`src/rtl/mul_acc_pkg.sv`:
```
// Shared widths and output-state encoding for the windowed multiply-add accumulator.
package mul_acc_pkg;

    localparam int MUL_DATA_W = 16;
    localparam int MUL_ACC_W  = 24;
    localparam int MUL_LEN    = 8;

    typedef enum logic {
        OUT_EMPTY = 1'b0,
        OUT_FULL  = 1'b1
    } out_state_t;

endpackage

```
`src/rtl/acc_window_counter.sv`:
```
// Sample-in-window counter; flags the sample position that closes a window.
module acc_window_counter
    import mul_acc_pkg::*;
#(
    parameter int LEN = MUL_LEN
) (
    input  logic clk,
    input  logic rst,
    input  logic clear,
    input  logic inc,
    output logic last
);

    localparam int CNT_W = (LEN > 1) ? $clog2(LEN) : 1;
    localparam logic [CNT_W-1:0] LAST_CNT = CNT_W'(LEN - 1);

    logic [CNT_W-1:0] cnt;

    always_ff @(posedge clk or posedge rst) begin
        if (rst) begin
            cnt <= '0;
        end else if (clear) begin
            cnt <= '0;
        end else if (inc) begin
            if (last) cnt <= '0;
            else      cnt <= cnt + 1'b1;
        end
    end

    assign last = (cnt == LAST_CNT);

endmodule

```
`src/rtl/mul_accumulator.sv`:
```
// Windowed accumulator behind the multiply-add stage; never stalls its input.
// Define MUL_ACC_SAT_EN to clamp on overflow instead of wrapping.
//
//   state     | meaning
//   OUT_EMPTY | no window sum pending, out_valid low
//   OUT_FULL  | obuf holds an unaccepted sum, out_valid high
module mul_accumulator
    import mul_acc_pkg::*;
#(
    parameter int DATA_W = MUL_DATA_W,
    parameter int ACC_W  = MUL_ACC_W,
    parameter int LEN    = MUL_LEN
) (
    input  logic              clk,
    input  logic              rst,
    input  logic              in_valid,
    input  logic [DATA_W-1:0] in_data,
    input  logic              clear,
    output logic              out_valid,
    input  logic              out_ready,
    output logic [ACC_W-1:0]  out_data,
    output logic              drop,
    output logic              ovf
);

    out_state_t       state_q, state_d;
    logic [ACC_W-1:0] acc;
    logic [ACC_W-1:0] acc_next;
    logic [ACC_W:0]   sum_wide;
    logic [ACC_W-1:0] obuf;
    logic             carry;
    logic             accept;
    logic             last;
    logic             complete;
    logic             load;
    logic             drop_d;

    assign accept   = in_valid & ~clear;
    assign complete = accept & last;

    acc_window_counter #(.LEN(LEN)) u_cnt (
        .clk   (clk),
        .rst   (rst),
        .clear (clear),
        .inc   (accept),
        .last  (last)
    );

    assign sum_wide = {1'b0, acc} + {1'b0, ACC_W'(in_data)};
    assign carry    = sum_wide[ACC_W];

`ifdef MUL_ACC_SAT_EN
    // A clamped acc re-carries on any nonzero addend, so it stays clamped.
    assign acc_next = carry ? '1 : sum_wide[ACC_W-1:0];
`else
    assign acc_next = sum_wide[ACC_W-1:0];
`endif

    always_ff @(posedge clk or posedge rst) begin
        if (rst) begin
            acc <= '0;
            ovf <= 1'b0;
        end else begin
            if (clear) begin
                acc <= '0;
            end else if (in_valid) begin
                acc <= last ? '0 : acc_next;
                if (carry) ovf <= 1'b1;
            end
        end
    end

    always_comb begin
        state_d = state_q;
        load    = 1'b0;
        drop_d  = 1'b0;
        case (state_q)
            OUT_EMPTY: begin
                if (complete) begin
                    load    = 1'b1;
                    state_d = OUT_FULL;
                end
            end
            OUT_FULL: begin
                // Completion coinciding with a handshake replaces the sum, no drop.
                if (complete) begin
                    if (out_ready) load   = 1'b1;
                    else           drop_d = 1'b1;
                end else if (out_ready) begin
                    state_d = OUT_EMPTY;
                end
            end
            default: state_d = OUT_EMPTY;
        endcase
    end

    always_ff @(posedge clk or posedge rst) begin
        if (rst) begin
            state_q <= OUT_EMPTY;
            obuf    <= '0;
            drop    <= 1'b0;
        end else begin
            state_q <= state_d;
            drop    <= drop_d;
            if (load) obuf <= acc_next;
        end
    end

    assign out_valid = (state_q == OUT_FULL);
    assign out_data  = obuf;

endmodule

```
`config.mk`:
```
export PLATFORM = sky130hd
export DESIGN_NAME = mul_accumulator
export DESIGN_NICKNAME = d
export VERILOG_FILES = /design/src/rtl/mul_acc_pkg.sv /design/src/rtl/acc_window_counter.sv /design/src/rtl/mul_accumulator.sv
export SDC_FILE = /design/constraint.sdc
export NUM_CORES = 1
export LEC_CHECK = 0
export BUFFER_PORTS_ARGS = -buffer_cell sky130_fd_sc_hd__buf_2
export CAP_MARGIN = 5
export CORE_MARGIN = 2
export CORE_UTILIZATION = 40
export CTS_BUF_LIST = sky130_fd_sc_hd__clkbuf_4 sky130_fd_sc_hd__clkbuf_8
export CTS_CLUSTER_DIAMETER = 100
export DETAILED_ROUTE_END_ITERATION = 8
export PLACE_DENSITY = 0.65
export SLEW_MARGIN = 20
export SYNTH_ARGS = -nofsm -noshare
export SYNTH_HDL_FRONTEND = slang
export SYNTH_HIERARCHICAL = 1
export SYNTH_SLANG_ARGS = --single-unit
```
`constraint.sdc`:
```
create_clock -name clk -period 2 [get_ports clk]
set_input_delay 0.4 -clock clk [delete_from_list [all_inputs] [get_ports clk]]
set_output_delay 0.4 -clock clk [all_outputs]
set_load 0.01 [all_outputs]
```
## After elaboration in Yosys (flattened, before gate mapping)

Cells that the tools add are included.

| storage, ports and cells | value |
|---|---|
| bits in registers | 54 |
| bits of input ports | 21 |
| output and inout bits | 27 |
| word-level logic and storage cells | 31 |

| operators by class | value |
|---|---|
| $add $sub $neg | 2 |
| equal/unequal tests | 1 |
| mux-type cells | 15 |
| bitwise operators | 4 |
| reductions and logical operators | 3 |

Operators with widths:

| cell | number |
|---|---|
| $mux W24 | 3 |
| $add A24 B16 Y25 | 1 |
| $mux W3 | 3 |
| $mux W1 | 7 |
| $pmux W1 S2 | 2 |
| $reduce_bool A2 Y1 | 2 |
| $add A3 B1 Y3 const B | 1 |
| $eq A3 B3 Y1 const B | 1 |
| $reduce_and A3 Y1 | 1 |
| $and A1 B1 Y1 | 2 |
| $not A1 Y1 | 2 |

## Logic depth before layout (Yosys ltp)

Gate-level depths: netlist of run 1.

| logic depth | value |
|---|---|
| depth after elaboration | 5 |
| mapped depth | 10 |
| mapped depth without buffers | 10 |

## By module

The synthesis of run 1 kept the hierarchy.

By module, submodules not included:

| module | instances | cells each | area each (um^2) | sequential area each (um^2) |
|---|---|---|---|---|
| mul_accumulator | 1 | 311 | 2921.6 | 1276.2 |
| acc_window_counter | 1 | 13 | 155.1 | 75.1 |

## Worst setup path before layout of run 1

No wires, ideal clock.

| path | value |
|---|---|
| path kind | input -> register |
| from | input in_data[0] |
| to | register obuf[14] (netlist: out_data[14]) |
| setup time | 0.125 ns |
| arrival time | 2.128 ns |
| data required time | 1.875 ns |
| slack | -0.252 ns |
| stages | 10 |
| buffers on the path | 0 |
| path through | ha_1 > inv_1 > fa_1 > nor2b_1 > o2111ai_1 > a21boi_1 > o2111ai_1 > nor2b_1 > xnor2_1 > mux2_2 |

| on the way | value |
|---|---|
| cells in the longest elaborated chain, start to end | 1 |

RTL lines:

| item | RTL line | RTL |
|---|---|---|
| from (decl) | mul_accumulator.sv:17 | `input logic [DATA_W-1:0] in_data,` |
| $add A24 B16 Y25 | mul_accumulator.sv:49 | `assign sum_wide = {1'b0, acc} + {1'b0, ACC_W'(in_data)};` |
| to (signal assigned) | mul_accumulator.sv:105 | `if (load) obuf <= acc_next;` |
| to (decl) | mul_accumulator.sv:30 | `logic [ACC_W-1:0] obuf;` |

No other way between the ends.
A chain may end at the register's enable or synchronous reset.

## Final worst setup path of run 1

| path | value |
|---|---|
| from | register acc[6] |
| to | register acc[23] |

| on the way | value |
|---|---|
| cells in the longest elaborated chain, start to end | 4 |

RTL lines:

| item | RTL line | RTL |
|---|---|---|
| from (decl) | mul_accumulator.sv:27 | `logic [ACC_W-1:0] acc;` |
| from (signal assigned) | mul_accumulator.sv:67 | `acc <= last ? '0 : acc_next;` |
| $add A24 B16 Y25 | mul_accumulator.sv:49 |  |
| $mux W24 | mul_accumulator.sv:67 |  |
| $mux W24 | mul_accumulator.sv:66 | `end else if (in_valid) begin` |
| $mux W24 | mul_accumulator.sv:64 | `if (clear) begin` |

No other way between the ends. The select of a mux whose other input is x is not followed.

==> results of run 1 <==
per-stage QoR:
stage | cells | setup WS (ps) | area (um2) | total power [mW]
global route | 541 | -370.5 | 4499 | 3.526
CTS | 535 | -246.8 | 4370 | 3.276
detailed placement | 513 | -432.6 | 3938 | 2.271
global placement | 513 | -381.2 | 3938 | 2.254
finish | 541 | -319.6 | 4499 | 3.340
floorplan | 324 | -155.3 | 3208 | 1.861
Yosys cell counts (2+ instances only):
master | n | area (um2)
dfrtp_1 | 54 | 1351
nand2_1 | 53 | 198.9
a21oi_1 | 19 | 95.09
ha_1 | 18 | 225.2
xnor2_1 | 16 | 140.1
nor2_1 | 14 | 52.55
o21ai_0 | 14 | 70.07
a22o_1 | 13 | 113.9
o21ai_1 | 13 | 65.06
inv_1 | 9 | 33.78
nand3_1 | 9 | 45.04
clkbuf_1 | 8 | 30.03
a21o_1 | 7 | 52.55
nand2b_1 | 6 | 37.54
and3_1 | 5 | 31.28
nand4_1 | 5 | 31.28
nor2b_1 | 5 | 31.28
xor2_1 | 5 | 43.79
a31oi_1 | 3 | 18.77
buf_2 | 3 | 15.01
mux2_2 | 3 | 33.78
o211ai_1 | 3 | 22.52
o21bai_1 | 3 | 22.52
or3_1 | 3 | 18.77
a211oi_1 | 2 | 15.01
a21oi_2 | 2 | 17.52
and4_1 | 2 | 17.52
mux2i_1 | 2 | 20.02
o2111ai_1 | 2 | 17.52
o21a_1 | 2 | 15.01
o21ai_2 | 2 | 17.52
o31ai_1 | 2 | 15.01
or4_1 | 2 | 15.01
worst paths after layout:
| check | endpoint | from | cells past startpoint |
|---|---|---|---|
| max in group asynchronous | out_data[3] | rst | 4 |
| hold / removal | u_cnt/cnt[0] | clear | 2 |
| hold reg to reg | ovf | ovf | 1 |
| setup / recovery | acc[23] | acc[6] | 9 |
| min in group asynchronous | u_cnt/cnt[0] | rst | 3 |
| setup reg to reg | acc[23] | acc[6] | 9 |
where the power goes:
group	total [mW]	switching [mW]	internal [mW]	leakage, nW
logic	1.38	0.660	0.719	1.41
clock network	0.758	0.385	0.373	0.0504
registers	1.20	0.0526	1.15	0.743
kinds of logic after synthesis:
logic type                 share of synthesized area
and+or+nand+nor                               0.1651
AOI/OAI and AO/OA                             0.2119
DFF                                           0.4392
xor gates and xnor gates                     0.05978
buffers and inverters                        0.02684
adders and majority gates                    0.07971
muxes                                        0.01749
flip-flops by register name (all words and copies together), names as in the netlist:
signal and cells:
ovf 1, u_cnt/cnt 3, drop 1, out_valid 1
acc 24, out_data 24
cell type report:
class	count	area share
clock buffer	5	0.01529
clock inverter	3	0.01001
inverter	9	0.007508
multi-input combinational	249	0.4561
sequential	54	0.3003
tap	99	0.02753
timing repair buffer	122	0.1833
worst register-to-register path: stages, from the launching register on:
cell	delay [ps]
dfrtp_1	430
ha_4	290
and4_4	230
and4_4	240
o21ai_4	80
a211oi_4	330
buf_4	190
o21ai_4	70
or3_1	320
nand3_1	90
metal layers:
layer  GRT usage  vias to the layer above
li1            -                     1393
met2      0.3064                       78
met4     0.04975                        0
met3     0.03451                       11
met1      0.2823                     1325
met5           0                        -
timing repair:
action                                  4_1_cts  5_1_grt
buffers inserted                             16        7
pin swaps                                    25       14
resized for setup                            40       18
hold endpoints to repair                      3        0
hold buffers                                  1        0
endpoints found under the setup margin       33       36
gates cloned                                  0        0
==> metrics.yaml, run 1 <==
outcome: "finished with violations"
violations: "negative setup slack"
min_period_ps: 2320
clock-sinks: 54
track_usage: 0.1958
drt-vias-per-instance: 5.189
grt_pass1_vias: 2744
avgRoutedWirePerCell_um: 15.15
clkTransAtPathRegs_ps: 110
first_iter_violations: 113
tightest_slew_ps: 666.6
clock-root-buffer: "clkbuf_8"
skew_ps: 13.05
setup_violations: 32
crit_family: "simple AND/OR/NAND/NOR gates"
diodes: 0
ys_warn_count: 6
worstPathRequired_ps: 2250
io_pins: 48
setup_tns_ps: -4903
antenna_found_initial: 0
top_layer: "met4"
clockBufferDepth: 2
critical-path-max-stage-delay_ps: 430
grt_remaining_overflow: 0
clk_latency_ps: 320
synth_edf_count: 0
numCtsBuffers: 5
core-area_mm2: 0.007370
final_common_cell: "buf_4"
peakVddDrop_mv: 0.3800
htreeDepth: 2
die_x_um: 91.70
wl_met3_um: 444
die-height_um: 91.70
critPathBufInv: 1
syn_nets: 364
cp_max_fo: 4
p_leak_nw: 2.198
crit_path_top_delay_cell: "dfrtp_1"
maxSlewHeadroom: 0.5556
worstSetupPathType: "register to register"
fin_util: 0.6105
start_kind: "register"
area.growth.synth_to_final_pct: 46.24
fill_cells: 626
yosysUniqueCellTypes: 48
drt.antenna.violating_nets: 0
syn_inst: 324
worst_ep_arrival_time_ps: 2570
place.detailed.hpwl_mm: 5.612
hold_ws_ps: 313.8
portBuffers: 47
wl_met1_mm: 3.936
rsz0062_at_grt: "true"
firstDrtPassIters: 4
ys_seq_elements: 54
grt_max_degree: 52
p_per_area_mw_per_mm2: 742.4
netlist_area_mm2: 0.003077
final_cell_mix: "70 x buf_4, 54 x dfrtp_1, 51 x nand2_1"
multi_input_area_mm2: 0.002052
hold_path.class: "primary input to register"
drv_cap: 0
rrSetupSlack_ps: -320
cp-end-kind: "register"
report.final.slew_viol_count: 0
hold_viol: 0
routed_wl_mm: 8.195
regArea_mm2: 0.001351
gp_congestion: 0.8765
rows: 31
drc_errors: 0
start_util: 0.4175
grt_pass1_wl_mm: 13.33
nNetsFinal: 481
synth_ff_type: "dfrtp_1"
crit_chain: "ha_4 -> and4_4 -> and4_4 -> o21ai_4 -> a211oi_4 -> buf_4 -> o21ai_4 -> or3_1 -> nand3_1"
fin_ws_ps: -319.6
dr_wl_met2_mm: 3.690
drive_gt1_frac: 0.4344
dieArea_mm2: 0.008409
timing.final.crit_share: 1.160
avgSynthCellArea_um2: 9.496
postSynth.asyncResetShare: 1.000
yosysSeqAreaShare: 0.4392
fmax_ghz: 0.4311
cts_tree: "built"
vias: 2807
(Power assumes the default switching activity.)
==> run 2: changes to the inputs <==
CORE_ASPECT_RATIO = 0.7   (was not set)
CORE_UTILIZATION = 50   (was 40)
PLACE_DENSITY = 0.77   (was 0.65)
==> metrics.yaml, run 2 (same netlist as run 1, synthesis figures left out) <==
outcome: "finished with violations"
violations: "negative setup slack"
diodes: 0  # unchanged
start_kind: "register"
p_sw_mw: 1.079  # -1.7%
clk_latency_ps: 310  # about the same
endpoint: "acc[17]"
cts_tree: "built"
regArea_mm2: 0.001351  # unchanged
worstSetupPathType: "register to register"
timing.rr.end: "acc[17]"
grt_max_degree: 52  # unchanged
p_leak_nw: 2.149  # -2.3%
maxSlewHeadroom: 0.6352  # +0.07965
htreeDepth: 2  # unchanged
r2r_cells: 9  # unchanged
fin_ws_ps: -288.1  # +31.48 ps
hold_viol: 0  # unchanged
rsz0062_at_grt: "true"
cp_max_fo: 3  # -1
skew_ps: 8.561  # -4.493 ps
fill_cells: 412  # -34%
io_pins: 48  # unchanged
critical-path-max-stage-delay_ps: 430  # about the same
dieArea_mm2: 0.006807  # -19%
crit_chain: "ha_4 -> and4_4 -> and4_1 -> o21ai_4 -> a211oi_4 -> buf_6 -> o21ai_2 -> or3_1 -> o21ai_1"
firstDrtPassIters: 4  # unchanged
final_cell_mix: "60 x buf_4, 54 x dfrtp_1, 50 x nand2_1"
gp_congestion: 0.9109  # +3.9%
vias: 2847  # +1.4%
clkTransAtPathRegs_ps: 100  # about the same
drt.antenna.violating_nets: 0  # unchanged
seq_power_share: 0.380  # +0.020
die_x_um: 97.76  # +6.6%
clock-root-buffer: "clkbuf_8"
setup_violations: 34  # +6.3%
place.detailed.hpwl_mm: 5.827  # +3.8%
drv_cap: 0  # unchanged
antenna_found_initial: 0  # unchanged
clock-sinks: 54  # unchanged
routed_wl_mm: 8.149  # -0.56%
tightest_slew_ps: 547.1  # -119.5 ps
core-area_mm2: 0.005842  # -21%
clockBufferDepth: 2  # unchanged
track_usage: 0.2394  # +0.04358
cp-end-kind: "register"
fin_area_mm2: 0.004370  # -2.9%
fin_util: 0.7481  # +0.1376
cellInternalPower_mw: 2.093  # -6.7%
start_util: 0.5267  # +0.1092
drive_gt1_frac: 0.4226  # -0.01176
grt_remaining_overflow: 0  # unchanged
portBuffers: 47  # unchanged
worstPathRequired_ps: 2250  # about the same
placed_area_mm2: 0.003885  # -1.3%
multi_input_area_mm2: 0.002041  # -0.55%
die-height_um: 69.63  # -24%
peakVddDrop_mv: 0.4719  # +24%
rows: 23  # -26%
rrSetupSlack_ps: -290  # +30 ps
r2r-start: "acc[6]"
cp-startpoint: "acc[6]"
grt_pass1_vias: 2771  # +0.98%
first_iter_violations: 200  # +77%
drt-vias-per-instance: 5.604  # +8.0%
grt_pass1_wl_mm: 13.27  # -0.47%
worst_ep_arrival_time_ps: 2540  # -30 ps
fmax_ghz: 0.4370  # +1.4%
switching_share: 0.3401  # +0.01155
min_period_ps: 2288  # -31.48 ps
hold_path.class: "primary input to register"
numCtsBuffers: 5  # unchanged
final_common_cell: "buf_4"
comb_power_share: 0.422  # +0.009
drc_errors: 0  # unchanged
nNetsFinal: 472  # -1.9%
report.final.slew_viol_count: 0  # unchanged
area.growth.synth_to_final_pct: 42.05
timing.final.crit_share: 1.144  # -0.01574
avgRoutedWirePerCell_um: 16.04  # +5.9%
pwr-share-clk: 0.198  # -0.029
p_per_area_mw_per_mm2: 725.8  # -2.2%
crit_path_top_delay_cell: "dfrtp_1"
## run 2: area by class of cell
cell class / instances / area share
clock buffer: 6 / 0.01746
multi-input combinational: 249 / 0.4669
clock inverter: 2 / 0.003149
sequential: 54 / 0.3092
inverter: 9 / 0.007730
tap: 75 / 0.02147
timing repair buffer: 113 / 0.1741
## run 2: worst min path at each step
stage	depth (start not counted)	slack, ps	start	end
after floorplan	1	150	rst	u_cnt/cnt[0]
after global placement	2	290	rst	u_cnt/cnt[0]
after detailed placement	2	290	rst	u_cnt/cnt[0]
after CTS	2	310	clear	u_cnt/cnt[0]
after global routing	2	320	clear	u_cnt/cnt[0]
final	2	300	clear	u_cnt/cnt[0]
## run 2: what timing repair did
item,in CTS,in global routing
cloned,0,0
hold buffers,1,0
endpoints found under the hold margin,3,0
resized for setup,40,16
setup endpoints to repair,34,38
buffers inserted,10,3
pin swaps,30,20
## run 2: stage by stage
step                      hold WS [ps]  std cells  total power [mW]  setup TNS, ps  setup slack [ps]
after detailed placement         289.9        486             2.301          -9767            -408.3
after floorplan                  153.6        324             1.861         -870.1            -155.3
final                            302.1        508             3.172          -4716            -288.1
after global routing             321.0        508             3.337          -8311            -372.0
after global placement           287.8        486             2.272          -8904            -359.7
after CTS                        305.5        505             3.099          -3833            -237.2
## run 2: power by group through the flow
| stage | combinational (mW) | clock [mW] | sequential (mW) |
|---|---|---|---|
| after floorplan | 0.650 | 0 | 1.21 |
| after global placement | 1.05 | 0 | 1.22 |
| after detailed placement | 1.08 | 0 | 1.22 |
| after CTS | 1.25 | 0.639 | 1.21 |
| after global routing | 1.44 | 0.680 | 1.21 |
| final | 1.34 | 0.627 | 1.21 |
## run 2: metal layers
| metal | up-vias | global-route usage | share of wire |
|---|---|---|---|
| met5 | - | 0 | 0 |
| met4 | 0 | 0.05556 | 0.015 |
| li1 | 1369 | - | - |
| met2 | 92 | 0.3548 | 0.44 |
| met3 | 16 | 0.04335 | 0.054 |
| met1 | 1370 | 0.3645 | 0.49 |
## run 2: worst max-delay path: cells and delay by family, from the launching register on
kind                     cells  cell delay (ps)
AO/OA/AOI/OAI                4              530
buffers and inverters        1              160
adder cells (fa/ha/maj)      1              290
AND/OR/NAND/NOR              3              820
flip-flops                   1              430
